--- src/rtl/tx_pkg.sv ---
// Shared types and constants for the serial frame transmitter.
// The PARITY state exists only when TX_FRAMER_PARITY_EN is defined.
package tx_pkg;

  localparam logic [7:0] SYNC_WORD_DEF    = 8'hE8;
  localparam int         BIT_DIV_DEF      = 16;
  localparam int         PREAMBLE_LEN_DEF = 8;
  localparam logic       RST_ACTIVE       = 1'b0;

  typedef enum logic [2:0] {
    ST_IDLE,
    ST_PREAMBLE,
    ST_SYNC,
    ST_PAYLOAD
`ifdef TX_FRAMER_PARITY_EN
    , ST_PARITY
`endif
  } tx_state_e;

endpackage

--- src/rtl/tx_bit_strobe.sv ---
// Free-running bit-period divider: strobe is high for one clk cycle
// out of every BIT_DIV, marking the last cycle of each bit slot.
module tx_bit_strobe
  import tx_pkg::*;
#(
  parameter int BIT_DIV = BIT_DIV_DEF
) (
  input  logic clk,
  input  logic rst,
  output logic strobe
);

  localparam int CW = $clog2(BIT_DIV);

  logic [CW-1:0] cnt;

  assign strobe = (cnt == CW'(BIT_DIV - 1));

  // NOTE: clocked state uses non-blocking assignments only, so every
  // always_ff reads the pre-edge value of every other register.
  always_ff @(posedge clk) begin
    if (rst == RST_ACTIVE) cnt <= '0;
    else if (strobe)       cnt <= '0;
    else                   cnt <= cnt + 1'b1;
  end

endmodule

--- src/rtl/tx_framer.sv ---
// Serial frame transmitter: preamble, sync word, FRAME_BYTES payload bytes.
// Define TX_FRAMER_PARITY_EN to follow every payload byte with an even-parity bit.
module tx_framer
  import tx_pkg::*;
#(
  parameter int         BIT_DIV      = BIT_DIV_DEF,
  parameter int         FRAME_BYTES  = 4,
  parameter int         PREAMBLE_LEN = PREAMBLE_LEN_DEF,
  parameter logic [7:0] SYNC_WORD    = SYNC_WORD_DEF
) (
  input  logic       clk,
  input  logic       rst,
  input  logic [7:0] byte_i,
  input  logic       byte_valid_i,
  output logic       byte_ready_o,
  output logic       data_o,
  output logic       busy_o,
  output logic       frame_done_o,
  output logic       underrun_o
);

  tx_state_e  state, state_nxt;
  logic [4:0] bit_cnt, bit_cnt_nxt;
  logic [7:0] byte_cnt, byte_cnt_nxt;
  logic [7:0] shift_q, hold_data;
  logic       data_q, data_nxt;
  logic       hold_full, rst_done;
  logic       strobe, boundary, load, accept, last_byte;

  tx_bit_strobe #(.BIT_DIV(BIT_DIV)) u_strobe (
    .clk    (clk),
    .rst    (rst),
    .strobe (strobe)
  );

  assign accept    = byte_valid_i & byte_ready_o;
  assign last_byte = (byte_cnt == 8'(FRAME_BYTES - 1));
  assign data_o    = data_q;

  always_ff @(posedge clk) begin
    if (rst == RST_ACTIVE) begin
      state     <= ST_IDLE;
      bit_cnt   <= '0;
      byte_cnt  <= '0;
      shift_q   <= '0;
      data_q    <= 1'b0;
      hold_full <= 1'b0;
      rst_done  <= 1'b0;
    end else begin
      state     <= state_nxt;
      bit_cnt   <= bit_cnt_nxt;
      byte_cnt  <= byte_cnt_nxt;
      data_q    <= data_nxt;
      rst_done  <= 1'b1;
      if (load)        shift_q   <= hold_data;
      if (load)        hold_full <= 1'b0;
      else if (accept) hold_full <= 1'b1;
    end
  end

  // NOTE: the payload byte itself needs no reset; hold_full alone says
  // whether it is meaningful.
  always_ff @(posedge clk) begin
    if (accept) hold_data <= byte_i;
  end

  // NOTE: every signal gets a default before the case so no path can
  // leave one unassigned and infer a latch.
  always_comb begin
    state_nxt    = state;
    bit_cnt_nxt  = bit_cnt;
    byte_cnt_nxt = byte_cnt;
    data_nxt     = data_q;
    boundary     = 1'b0;
    load         = 1'b0;
    if (strobe) begin
      unique case (state)
        ST_IDLE: begin
          data_nxt = hold_full;
          if (hold_full) begin
            state_nxt   = ST_PREAMBLE;
            bit_cnt_nxt = '0;
          end
        end
        ST_PREAMBLE: begin
          if (bit_cnt == 5'(PREAMBLE_LEN - 1)) begin
            state_nxt   = ST_SYNC;
            bit_cnt_nxt = '0;
            data_nxt    = SYNC_WORD[7];
          end else begin
            bit_cnt_nxt = bit_cnt + 5'd1;
            data_nxt    = bit_cnt[0];
          end
        end
        ST_SYNC: begin
          if (bit_cnt == 5'd7) begin
            boundary = 1'b1;
          end else begin
            bit_cnt_nxt = bit_cnt + 5'd1;
            data_nxt    = SYNC_WORD[3'(3'd6 - bit_cnt[2:0])];
          end
        end
        ST_PAYLOAD: begin
          if (bit_cnt == 5'd7) begin
`ifdef TX_FRAMER_PARITY_EN
            state_nxt = ST_PARITY;
            data_nxt  = ^shift_q;
`else
            boundary  = 1'b1;
`endif
          end else begin
            bit_cnt_nxt = bit_cnt + 5'd1;
            data_nxt    = shift_q[3'(3'd6 - bit_cnt[2:0])];
          end
        end
`ifdef TX_FRAMER_PARITY_EN
        ST_PARITY: boundary = 1'b1;
`endif
        default: begin
          state_nxt = ST_IDLE;
          data_nxt  = 1'b0;
        end
      endcase

      // Byte boundary: finish the frame, take the next byte, or abort.
      if (boundary) begin
        bit_cnt_nxt = '0;
        if (state != ST_SYNC && last_byte) begin
          state_nxt = hold_full ? ST_PREAMBLE : ST_IDLE;
          data_nxt  = hold_full;
        end else if (hold_full) begin
          load         = 1'b1;
          state_nxt    = ST_PAYLOAD;
          data_nxt     = hold_data[7];
          byte_cnt_nxt = (state == ST_SYNC) ? 8'd0 : byte_cnt + 8'd1;
        end else begin
          state_nxt = ST_IDLE;
          data_nxt  = 1'b0;
        end
      end
    end
  end

  always_comb begin
    busy_o       = (state != ST_IDLE);
    byte_ready_o = rst_done & ~hold_full;
    frame_done_o = 1'b0;
    underrun_o   = 1'b0;
    // Pulses are suppressed while reset is asserted so an aborted frame reports nothing.
    if (rst != RST_ACTIVE && boundary) begin
      if (state != ST_SYNC && last_byte) frame_done_o = 1'b1;
      else if (!hold_full)               underrun_o   = 1'b1;
    end
  end

endmodule
--- config.mk ---
export PLATFORM = sky130hd
export DESIGN_NAME = tx_framer
export DESIGN_NICKNAME = d
export VERILOG_FILES = /design/src/rtl/tx_pkg.sv /design/src/rtl/tx_bit_strobe.sv /design/src/rtl/tx_framer.sv
export SDC_FILE = /design/constraint.sdc
export NUM_CORES = 1
export LEC_CHECK = 0
export CAP_MARGIN = 0
export CORE_MARGIN = 4
export CORE_UTILIZATION = 59
export CTS_BUF_LIST = sky130_fd_sc_hd__clkbuf_4 sky130_fd_sc_hd__clkbuf_8
export DETAILED_ROUTE_END_ITERATION = 8
export GPL_ROUTABILITY_DRIVEN = 0
export PLACE_DENSITY = 0.81
export SLEW_MARGIN = 10
export SYNTH_ARGS = -nofsm -noshare
export SYNTH_HDL_FRONTEND = slang
export SYNTH_SLANG_ARGS = --single-unit
--- constraint.sdc ---
create_clock -name clk -period 3.03 [get_ports clk]
set_clock_uncertainty 0.15 [all_clocks]
set_input_delay 0.606 -clock clk [delete_from_list [all_inputs] [get_ports clk]]
set_output_delay 0.606 -clock clk [all_outputs]
set_load 0.05 [all_outputs]
# Word level (Yosys, flattened, before mapping)
# Memory sizes are Yosys's and may differ from the RTL's.
# Index checks and enable logic that the tools add are counted.
# Widths: inputs -> output; s select.
# word_totals
regBits,39
rom_bits,8
wordCells,82
n_memories,1
# op_classes
add_sub_neg,4
n_reduce_logical,12
order_cmp,1
eq_ne,13
bitwise_logic,5
n_mux,37
# mem_list
memory,words,word_bits,rd,rd_ports_with_merged_regs,write_ports,line,source
(no name shown),8,1,1,0,0,tx_framer.sv:100,data_nxt = SYNC_WORD[3'(3'd6 - bit_cnt[2:0])];
# ops
cell,count
$mux 1,23
$mux 5,4
$pmux 5 s3,1
$ne 3x3->1 const B,4
$reduce_and 4->1,3
$mux 3,3
$pmux 3 s3,1
$add 8x1->8 const B,1
$eq 8x2->1 const B,1
$mux 8,1
$eq 3x2->1 const B,2
$ne 3x2->1 const B,2
$reduce_or 2->1,3
$add 5x1->5 const B,1
$eq 5x3->1 const B,1
$add 4x1->4 const B,1
$eq 4x4->1 const B,1
$lt 3x4->1 const B,1
$mux 2,2
$pmux 1 s4,1
$reduce_bool 4->1,1
$bmux 1 s3,1
$eq 3x1->1 const B,1
$logic_not 3->1,1
other kinds (7),11

# Longest topological paths before layout
# logic_depth
ltp_word,7
depth_mapped,7
ltp_nobuf,5

# Cells and area by module
# A second synthesis with hierarchy kept.
# unflattened
hier_cells,178
hier_area_um2,1805.5
# modules_own_cells
mod,instances,cells_each,area_per_inst_um2
tx_framer,1,162,1636.6
tx_bit_strobe,1,16,168.9

# Worst setup path after synthesis
# No wires, ideal clock.
# synth_path
path_type,flip-flop to output port
start,register bit_cnt[0]
end,output port underrun_o
arrival_ps,2158
setup_slack_ps,116
path_stages_with_launch,5
path_buffers,0
path_cell_list,dfxtp_1 ha_1 and4bb_2 nand4_1 nor3_1
# synth_between
elab_chain_len,7
# synth_rtl
element,line,source
from (decl),tx_framer.sv:23,"logic [4:0] bit_cnt, bit_cnt_nxt;"
from (signal assigned),tx_framer.sv:51,bit_cnt <= bit_cnt_nxt;
$eq 5x3->1,"tx_framer.sv:96, tx_framer.sv:104",
$mux 1,"tx_framer.sv:96, tx_framer.sv:104",
$mux 1,--,
$mux 1 (2 in series),tx_framer.sv:76,if (strobe) begin
$logic_and 1x1->1,tx_framer.sv:150,if (rst != RST_ACTIVE && boundary) begin
$mux 1,tx_framer.sv:150,
to (decl),tx_framer.sv:19,output logic underrun_o
# No other way between the ends. The select of a mux whose other input is x is not followed.

# Worst setup path after layout
# Ends and elaborated chain as after synthesis.

==> results.txt <==
----------------------------------------------------
[Power]
  Leak ... 0.0006721 uW
  Peak ir drop on the vdd network ... 387.4 uV
  Areal power density over the cells ... just over 400 mW/mm^2

[Yosys]
  Post-Synthesis Mean Instance Area ... 9.566 um^2
  Dominant register cell in the synthesized netlist ... dfxtp_1
  Cell type with the highest aggregate area in the netlist ... dfxtp_1
  Most numerous cell types in the synthesized netlist ... dfxtp_1 (30), a21oi_1 (20), o21ai_0 (16)
  Number of storage elements in the synthesis netlist ... 38
  Post-synthesis cell area ... 0.001779 mm^2
  Count of flip-flops with a built-in enable after synthesis ... 8
  Share of synthesized registers carrying an async set or reset ... 0
  Top cells by area in the synthesized netlist ... dfxtp_1 (34%), edfxtp_1 (14%), a21oi_1 (5.6%), o21ai_0 (4.5%), nand3_1 (2.8%)
  Syn Inst Count ... ~190
  Synthesized net count ... 200
  Portion of the post-synthesis area used by sequential elements ... 0.4726
  Library cell with the highest instance count after synthesis ... dfxtp_1
  Count of different cell masters after synthesis ... 49
  Area fraction of the dominant cell type after synthesis ... 0.3376
  Warning count from the yosys run ... 0

[Clock tree]
  Clock edge transition at the registers on the reported setup and hold paths ... 0.12 ns
  Clk Tree Root Cell ... clkbuf_4
  Later-pin clock latency in the skew report ... 0.35 ns
  Max Root-Sink Buffers ... 2
  Post-CTS setup buffer count ... 0
  CTS buffer count ... 5
  H-tree level count ... 2
  TritonCTS clock tree ... yes
  Clock sink count ... 38

[Floorplanning]
  Width of the die ... 62.92 um
  Std-Cell Core Area ... 0.002829 mm^2
  Starting density of the core ... 0.6289
  Cell Rows ... 19
  Die ar. ... ~0.004 mm^2
  Die span in y ... 62.92 um
  I/O pins ... 16

[Global route]
  Overflow left after global routing ... 0
  Antenna violations before repair ... 0
  Pin count of the biggest net entering global routing ... 20
  Overall fraction of global-route tracks in use ... 0.2096
  Vias in the first global route ... 1,542
  First-pass GRT wire length ... 6610 um

[Worst setup path]
  Worst r2r src ... bit_cnt[0]
  Maximum fanout along the worst path ... 6
  Critical path launch point type ... flip-flop
  Crit path arrival time ... 2.07 ns
  Reg-to-reg critical path endpoint ... byte_cnt[4]
  Type of the worst setup path ... flip-flop to primary output
  R2R setup slack ... 0.44 ns
  Depth of the worst register-to-register path ... 5
  Critical Path End Type ... primary output
  Data required, critical path ... 2.27 ns

[Final layout]
  Layout cell share with drive strength beyond 1 ... 0.1095
  Fill cells ... 224
  Final Net Count ... 214
  Total inserted antenna cells ... 0
  Area growth from synthesis to layout ... 13.64%

[STA]
  Final worst-path cycle share ... 0.9326
  Minimum setup slack in the final design ... 0.2042 ns
  Final number of setup-violating endpoints ... 0
  Max frequency ... 353.9 MHz
  Final hold violation count ... 0
  Headroom to the max-slew limit ... 0.6539
  Number of slew-limit violations in the final report ... 0
  Clock period minus worst slack ... 2.826 ns
  Worst-margin pin slew ... between 0.5 and 0.6 ns
  Smallest hold slack ... between 0.3 and 0.4 ns
  RSZ-0062 raised after global routing ... false
  Post-Route Setup TNS ... 0 ns

[Drt]
  Remaining antenna violation count after routing ... 0
  Average vias per placed instance ... roughly 6.6
  Total via count after detailed routing ... 1,527
  Total iterations of the first detailed-routing run ... 4
  Iteration-0 DRC Markers ... 120
  Residual DRC ... 0
  Post-Route WL ... ~3800 um
  DR WL/cell ... 16.20 um

[Placement]
  Worst setup timing slack at the placement stage ... 0.3872 ns
  HPWL after detailed placement ... 2615 um
  Buffers added on ports ... 15

[Run status]
  Result of the run ... completed

[Hold path]
  Type of the worst min-delay path ... flip-flop to flip-flop
  Worst hold start ... shift_q[5]
  Worst Hold Path EP ... shift_q[5]
  Hold-critical path depth ... 2

[Job]
  Max-capacitance violation count ... 0

----------------------------------------------------
## worst max-delay path: stages, from the launching register on
cell and delay (ns):
dfxtp_1 0.47, ha_1 0.36, and4bb_2 0.33, nand4_1 0.15, nor3_2 0.23, buf_12 0.17
## where the power goes
part	internal (uW)	switching, uW
combinational	20.0	20.0
sequential	527	7.30
clock	86.3	169
## kinds of logic (layout without fill, tap and decap cells)
logic type	Yosys count	after routing	share of synthesized area
buf+inv	18	33	0.04149
xor+xnor	3	3	0.01477
simple gates	67	67	0.2356
fa+ha+maj	3	3	0.02110
compound gates	53	53	0.1779
mux	4	4	0.03657
flops	38	38	0.4726
## per-stage QoR
step | cell area (um^2) | utilization | instances | power [uW]
5_1_grt | 2022 | 0.7147 | 232 | 866.5
3_5_place_dp | 1963 | 0.6939 | 224 | 584.9
6_report | 2022 | 0.7147 | 232 | 829.3
3_3_place_gp | 1963 | 0.6939 | 224 | 583.1
2_1_floorplan | 1779 | - | 186 | 563.4
4_1_cts | 2017 | 0.7130 | 232 | 832.7
## what timing repair did
item,CTS,global route
setup endpoints to repair,0,1
gates resized for setup,0,1
hold buffers,0,0
## registers in the layout, summed over array words and instances, names as in the netlist, 2 cells and up
register      count
shift_q           8
u_strobe.cnt      4
byte_cnt          8
hold_data         8
bit_cnt           5
state             2
## how the worst max path moves through the flow
stage | cells past startpoint | from | endpoint | slack, ns
after detailed placement | 4 | rst | underrun_o | 0.39
final | 5 | bit_cnt[0] | underrun_o | 0.20
after floorplan | 4 | bit_cnt[0] | underrun_o | 0.12
after CTS | 5 | bit_cnt[0] | underrun_o | 0.11
after global routing | 5 | bit_cnt[0] | underrun_o | 0.04
after global placement | 4 | rst | underrun_o | 0.45
## area by class of cell
class	instances	area [um^2]	area share
multi-input combinational	130	869.6	0.4301
sequential	38	840.8	0.4158
timing repair buffer	18	192.7	0.09530
tap	31	38.79	0.01918
clock buffer	5	37.54	0.01856
inverter	7	26.28	0.01300
clock inverter	3	16.27	0.008045
## cell usage in the layout, fill, tap and decap left out, types with 3 or more instances in the layout
cell type,n
nor2_1,8
clkbuf_4,5
a21oi_1,20
and2_1,3
clkdlybuf4s50_1,13
buf_4,3
o21ai_0,16
inv_1,6
nand4_1,6
nor3_1,5
nand2_1,7
and3_1,5
nand3_1,10
nor3b_1,3
dfxtp_1,30
ha_1,3
edfxtp_1,8
nor2b_1,5
## per-layer routing
metal | global-route usage | part of all wire | vias up
met3 | 0.06655 | 0.079 | 10
met4 | 0.09642 | 0.021 | 0
met2 | 0.3597 | 0.49 | 71
met1 | 0.2344 | 0.41 | 719
li1 | - | - | 727
met5 | 0 | 0 | -
Note: power is estimated with default switching activity, not from simulation.
